<file path="src/rtl/blake2_g_inv.sv">
// Iterative inverse of the BLAKE2 G mixing function. It undoes one pair of
// G operations per cycle over four cycles, with valid/ready on both sides.
module blake2_g_inv #(
  parameter int W  = 32,
  parameter int R1 = 16,
  parameter int R2 = 12,
  parameter int R3 = 8,
  parameter int R4 = 7
) (
  input  logic         clk,
  input  logic         nreset,
  input  logic         in_valid_i,
  output logic         in_ready_o,
  input  logic [W-1:0] a_i,
  input  logic [W-1:0] b_i,
  input  logic [W-1:0] c_i,
  input  logic [W-1:0] d_i,
  input  logic [W-1:0] x_i,
  input  logic [W-1:0] y_i,
  output logic         out_valid_o,
  input  logic         out_ready_i,
  output logic [W-1:0] a_o,
  output logic [W-1:0] b_o,
  output logic [W-1:0] c_o,
  output logic [W-1:0] d_o
);

  typedef enum logic [1:0] {IDLE, RUN, DONE} state_t;

  state_t       r_state, w_next;
  logic [1:0]   r_cnt;
  logic [W-1:0] r_a, r_b, r_c, r_d, r_x, r_y;

  // Forward G ends each half with rotr(v ^ w), so undoing it rotates left
  // first and XORs afterwards. Every rotate amount is a constant, so this is wiring only.
  logic [W-1:0] w_b_r4, w_b_r2, w_d_r3, w_d_r1;
  logic [W-1:0] w_b_rot, w_d_rot, w_msg;
  logic [W-1:0] w_b_new, w_c_new, w_d_new, w_a_new;

  assign w_b_r4  = {r_b[W-R4-1:0], r_b[W-1:W-R4]};
  assign w_b_r2  = {r_b[W-R2-1:0], r_b[W-1:W-R2]};
  assign w_d_r3  = {r_d[W-R3-1:0], r_d[W-1:W-R3]};
  assign w_d_r1  = {r_d[W-R1-1:0], r_d[W-1:W-R1]};

  assign w_b_rot = r_cnt[1] ? w_b_r2 : w_b_r4;
  assign w_d_rot = r_cnt[1] ? w_d_r1 : w_d_r3;
  assign w_msg   = r_cnt[1] ? r_x    : r_y;

  // Even stages restore b then c; odd stages restore d then a.
  assign w_b_new = w_b_rot ^ r_c;
  assign w_c_new = r_c - r_d;
  assign w_d_new = w_d_rot ^ r_a;
  assign w_a_new = r_a - r_b - w_msg;

  always_ff @(posedge clk or negedge nreset) begin
    if (!nreset) r_state <= IDLE;
    else         r_state <= w_next;
  end

  always_comb begin
    w_next      = r_state;
    in_ready_o  = 1'b0;
    out_valid_o = 1'b0;
    case (r_state)
      IDLE: begin
        in_ready_o = 1'b1;
        if (in_valid_i) w_next = RUN;
      end
      RUN:  if (r_cnt == 2'd3) w_next = DONE;
      DONE: begin
        out_valid_o = 1'b1;
        if (out_ready_i) w_next = IDLE;
      end
      default: w_next = IDLE;
    endcase
  end

  always_ff @(posedge clk or negedge nreset) begin
    if (!nreset) begin
      r_cnt <= '0;
      r_a   <= '0;
      r_b   <= '0;
      r_c   <= '0;
      r_d   <= '0;
      r_x   <= '0;
      r_y   <= '0;
    end else if (r_state == IDLE && in_valid_i) begin
      r_cnt <= '0;
      r_a   <= a_i;
      r_b   <= b_i;
      r_c   <= c_i;
      r_d   <= d_i;
      r_x   <= x_i;
      r_y   <= y_i;
    end else if (r_state == RUN) begin
      r_cnt <= r_cnt + 2'd1;
      if (!r_cnt[0]) begin
        r_b <= w_b_new;
        r_c <= w_c_new;
      end else begin
        r_d <= w_d_new;
        r_a <= w_a_new;
      end
    end
  end

  assign a_o = r_a;
  assign b_o = r_b;
  assign c_o = r_c;
  assign d_o = r_d;

endmodule
</file>
<file path="config.mk">
export PLATFORM = sky130hd
export DESIGN_NAME = blake2_g_inv
export DESIGN_NICKNAME = d
export VERILOG_FILES = /design/src/rtl/blake2_g_inv.sv
export SDC_FILE = /design/constraint.sdc
export NUM_CORES = 1
export LEC_CHECK = 0
export ABC_CLOCK_PERIOD_IN_PS = 6040
export BUFFER_PORTS_ARGS = -buffer_cell sky130_fd_sc_hd__buf_4
export CORE_MARGIN = 2
export CORE_UTILIZATION = 45
export DETAILED_ROUTE_END_ITERATION = 8
export GPL_ROUTABILITY_DRIVEN = 1
export HOLD_SLACK_MARGIN = 0.05
export PLACE_DENSITY = 0.7
export SETUP_SLACK_MARGIN = 0.1
export SLEW_MARGIN = 10
export SYNTH_ARGS = -nofsm -noshare
export SYNTH_HDL_FRONTEND = slang
export SYNTH_SLANG_ARGS = --single-unit
</file>
<file path="constraint.sdc">
create_clock -name clk -period 6.04 [get_ports clk]
set_clock_uncertainty 0.05 [all_clocks]
set_input_delay 1.208 -clock clk [delete_from_list [all_inputs] [get_ports clk]]
set_output_delay 1.208 -clock clk [all_outputs]
set_load 0.02 [all_outputs]
</file>
==> results.sh <==
export IMPL_synth_area_leaders="dfrtp_1 (36%), mux2i_1 (7.3%), nand2_1 (6.8%)"
export IMPL_ys_types=63
export IMPL_ys_warn_count=0
export IMPL_path_cells="mux2i_1, fa_1, ha_1, a21o_1, a21o_1, a21oi_1, nand3_1, a21oi_1, o21ai_1, a31o_2, xnor2_1, o21ai_1"
export IMPL_clkSinkCount=196
export IMPL_end_kind="flip-flop"
export IMPL_place_hpwl_mm=40.03
export IMPL_cts_buffers=17
export IMPL_critical_path_slowest_cell="dfrtp_4"
export IMPL_start_util=0.4580
export IMPL_htree_levels=4
export IMPL_netlist_area_mm2=0.01357
export IMPL_setup_viol=0
export IMPL_final_seq_area_mm2=0.004908
export IMPL_io_pins=326
export IMPL_post_cts_setup_buffers=0
export IMPL_cts_root_buf="clkbuf_16"
export IMPL_startpoint_type="flip-flop"
export IMPL_fmax_mhz=231.5
export IMPL_fin_setup_tns_ps=0
export IMPL_critPathMaxFanout=58
export IMPL_remaining_drc_errors=0
export IMPL_hold_class="reg2reg"
export IMPL_nFillCells=2784
export IMPL_grt_pass1_wl_mm=74.41
export IMPL_critPathKind="reg2reg"
export IMPL_multi_input_area_mm2=0.008065
export IMPL_slew_viol_final=0
export IMPL_max_slew_margin=0.2903
export IMPL_nets=2119
export IMPL_core_mm2=0.02964
export IMPL_insertedDiodeCount=0
export IMPL_pre_cts_slack_ps=1804
export IMPL_via_per_inst=5.738
export IMPL_yosys_area_top_type="dfrtp_1"
export IMPL_fp_dieW_um=177.7
export IMPL_fp_row_count=63
export IMPL_fin_ws_ps=1721
export IMPL_fp_dieH_um=177.7
export IMPL_synth_main_ff_cell="dfrtp_1"
export IMPL_cts_tree="yes"
export IMPL_synth_seq_cells=196
export IMPL_clk_latency_ps=450
export IMPL_io_buffers=325
export IMPL_grt_overflow_total=0
export IMPL_clockBufferDepth=2
export IMPL_wire_per_inst_um=22.87
export IMPL_slowest_delay_ps=1110
export IMPL_crit_arrival_ps=4580
export IMPL_first_iter_violations=1177
export IMPL_ctsHoldBuffers=0
export IMPL_antenna_found_initial=0
export IMPL_first_pass_iters=6
export IMPL_clkTransAtPathRegs_ps=90
export IMPL_ant_nets=0
export IMPL_async_reset_ff_frac=1.000
export IMPL_vias=12790
export IMPL_period_minus_slack_ps=4319
export IMPL_area_growth_pct=24.52
export IMPL_synth_top_area_share=0.3614
export IMPL_period_share=0.7151
export IMPL_grt_start_max_net_pins=104
export IMPL_design_die_area_mm2=0.03157
export IMPL_hold_viol_final=0
export IMPL_drv_cap=0
export IMPL_grt_use_total=0.3216
export IMPL_cts_resized=0
export IMPL_status="finished, final reports clean"
export IMPL_syn_inst=1559
export IMPL_drive_above_1_share=0.2115
export IMPL_synth_edf_count=0
export IMPL_seq_area_frac_synth=0.3614
export IMPL_syn_avg_cell_area_um2=8.706
export IMPL_tightest_slew_ps=1065
export IMPL_required_ps=6300
export IMPL_routed_wl_mm=50.97
export IMPL_grt_pass1_vias=12260
export IMPL_syn_nets=1852
export IMPL_gp_congestion=0.9462
export IMPL_rsz0062_at_grt="no"
synth_stat cells, drive strengths merged, types with 15 or more instances:
cell type,instances
xor2,71
a21oi,155
clkbuf,74
o21ai,103
xnor2,49
mux2i,99
dfrtp,196
nand2,246
a21o,32
nor2,134
ha,65
a22oi,69
nand3,15
fa,32
inv,78
worst max-delay path, delay by kind of cell, from the launching register on:
family / cells / cell delay (ps)
fa+ha+maj: 2 / 820
flops: 1 / 1110
mux: 1 / 310
xor+xnor: 1 / 140
simple gates: 1 / 190
compound gates: 7 / 1520
layout by cell type, fill, tap and decap left out, types with 9 or more instances in the layout:
cell type  Yosys  routed
a21o_1        32      32
a21oi_1      154     153
a22oi_1       69      69
and3_1         9       9
buf_4          0     333
clkbuf_16      0      17
dfrtp_1      196     195
fa_1          32      32
ha_1          65      65
inv_1         78      78
mux2i_1       99      99
nand2_1      246     244
nand3_1       15      15
nor2_1       133     132
nor2b_1       12      11
nor3_1         9       9
o21ai_0       93      93
o21ai_1       10      10
xnor2_1       49      49
xor2_1        71      71
metal layers:
metal	global-route usage	wire [µm]
met1	0.4467	22100
met2	0.5040	23230
met3	0.04756	3653
met4	0.1301	1988
met5	0	0
state kept, by name (all words and copies together), names as in the netlist:
name and count:
b_o 32, r_state 2, a_o 32, d_o 32, r_x 32, r_y 32, c_o 32, r_cnt 2
metrics by stage:
| step | hold slack, ps | cell area (µm²) | instances | util |
|---|---|---|---|---|
| 2_1_floorplan | 390.1 | 13570 | 1559 | - |
| 3_3_place_gp | 408.7 | 16290 | 2197 | 0.5496 |
| 3_5_place_dp | 412.3 | 16290 | 2197 | 0.5496 |
| 4_1_cts | 431.4 | 16900 | 2229 | 0.5702 |
| 5_1_grt | 449.3 | 16900 | 2229 | 0.5702 |
| 6_report | 428.8 | 16900 | 2229 | 0.5702 |
logic make-up after synthesis:
group / share of synthesized area
flip-flops: 0.3614
multiplexers: 0.07467
XOR/XNOR: 0.07743
buffers and inverters: 0.04600
adder cells (fa/ha/maj): 0.1071
AND/OR/NAND/NOR: 0.1378
AO/OA/AOI/OAI: 0.1956
cell type report:
class	instances	area share
tap	390	0.02887
sequential	196	0.2904
timing repair buffer	335	0.1499
multi-input combinational	1198	0.4772
clock buffer	18	0.02539
inverter	78	0.01732
clock inverter	14	0.01088
path summary, 6_finish.rpt:
path / cells after the start / slack, ps / end / from
setup reg to reg: 12 / 1720 / a_o[25] / r_cnt[1]
hold reg to reg: 2 / 430 / r_y[18] / r_y[18]
max in group asynchronous: 2 / 4050 / b_o[25] / nreset
hold / removal: 2 / 430 / r_y[18] / r_y[18]
setup / recovery: 12 / 1720 / a_o[25] / r_cnt[1]
min in group asynchronous: 1 / 750 / r_state[1] / nreset
Power is not shown: default switching activity piles up to over one toggle a cycle in this logic, so the estimate is an artifact.
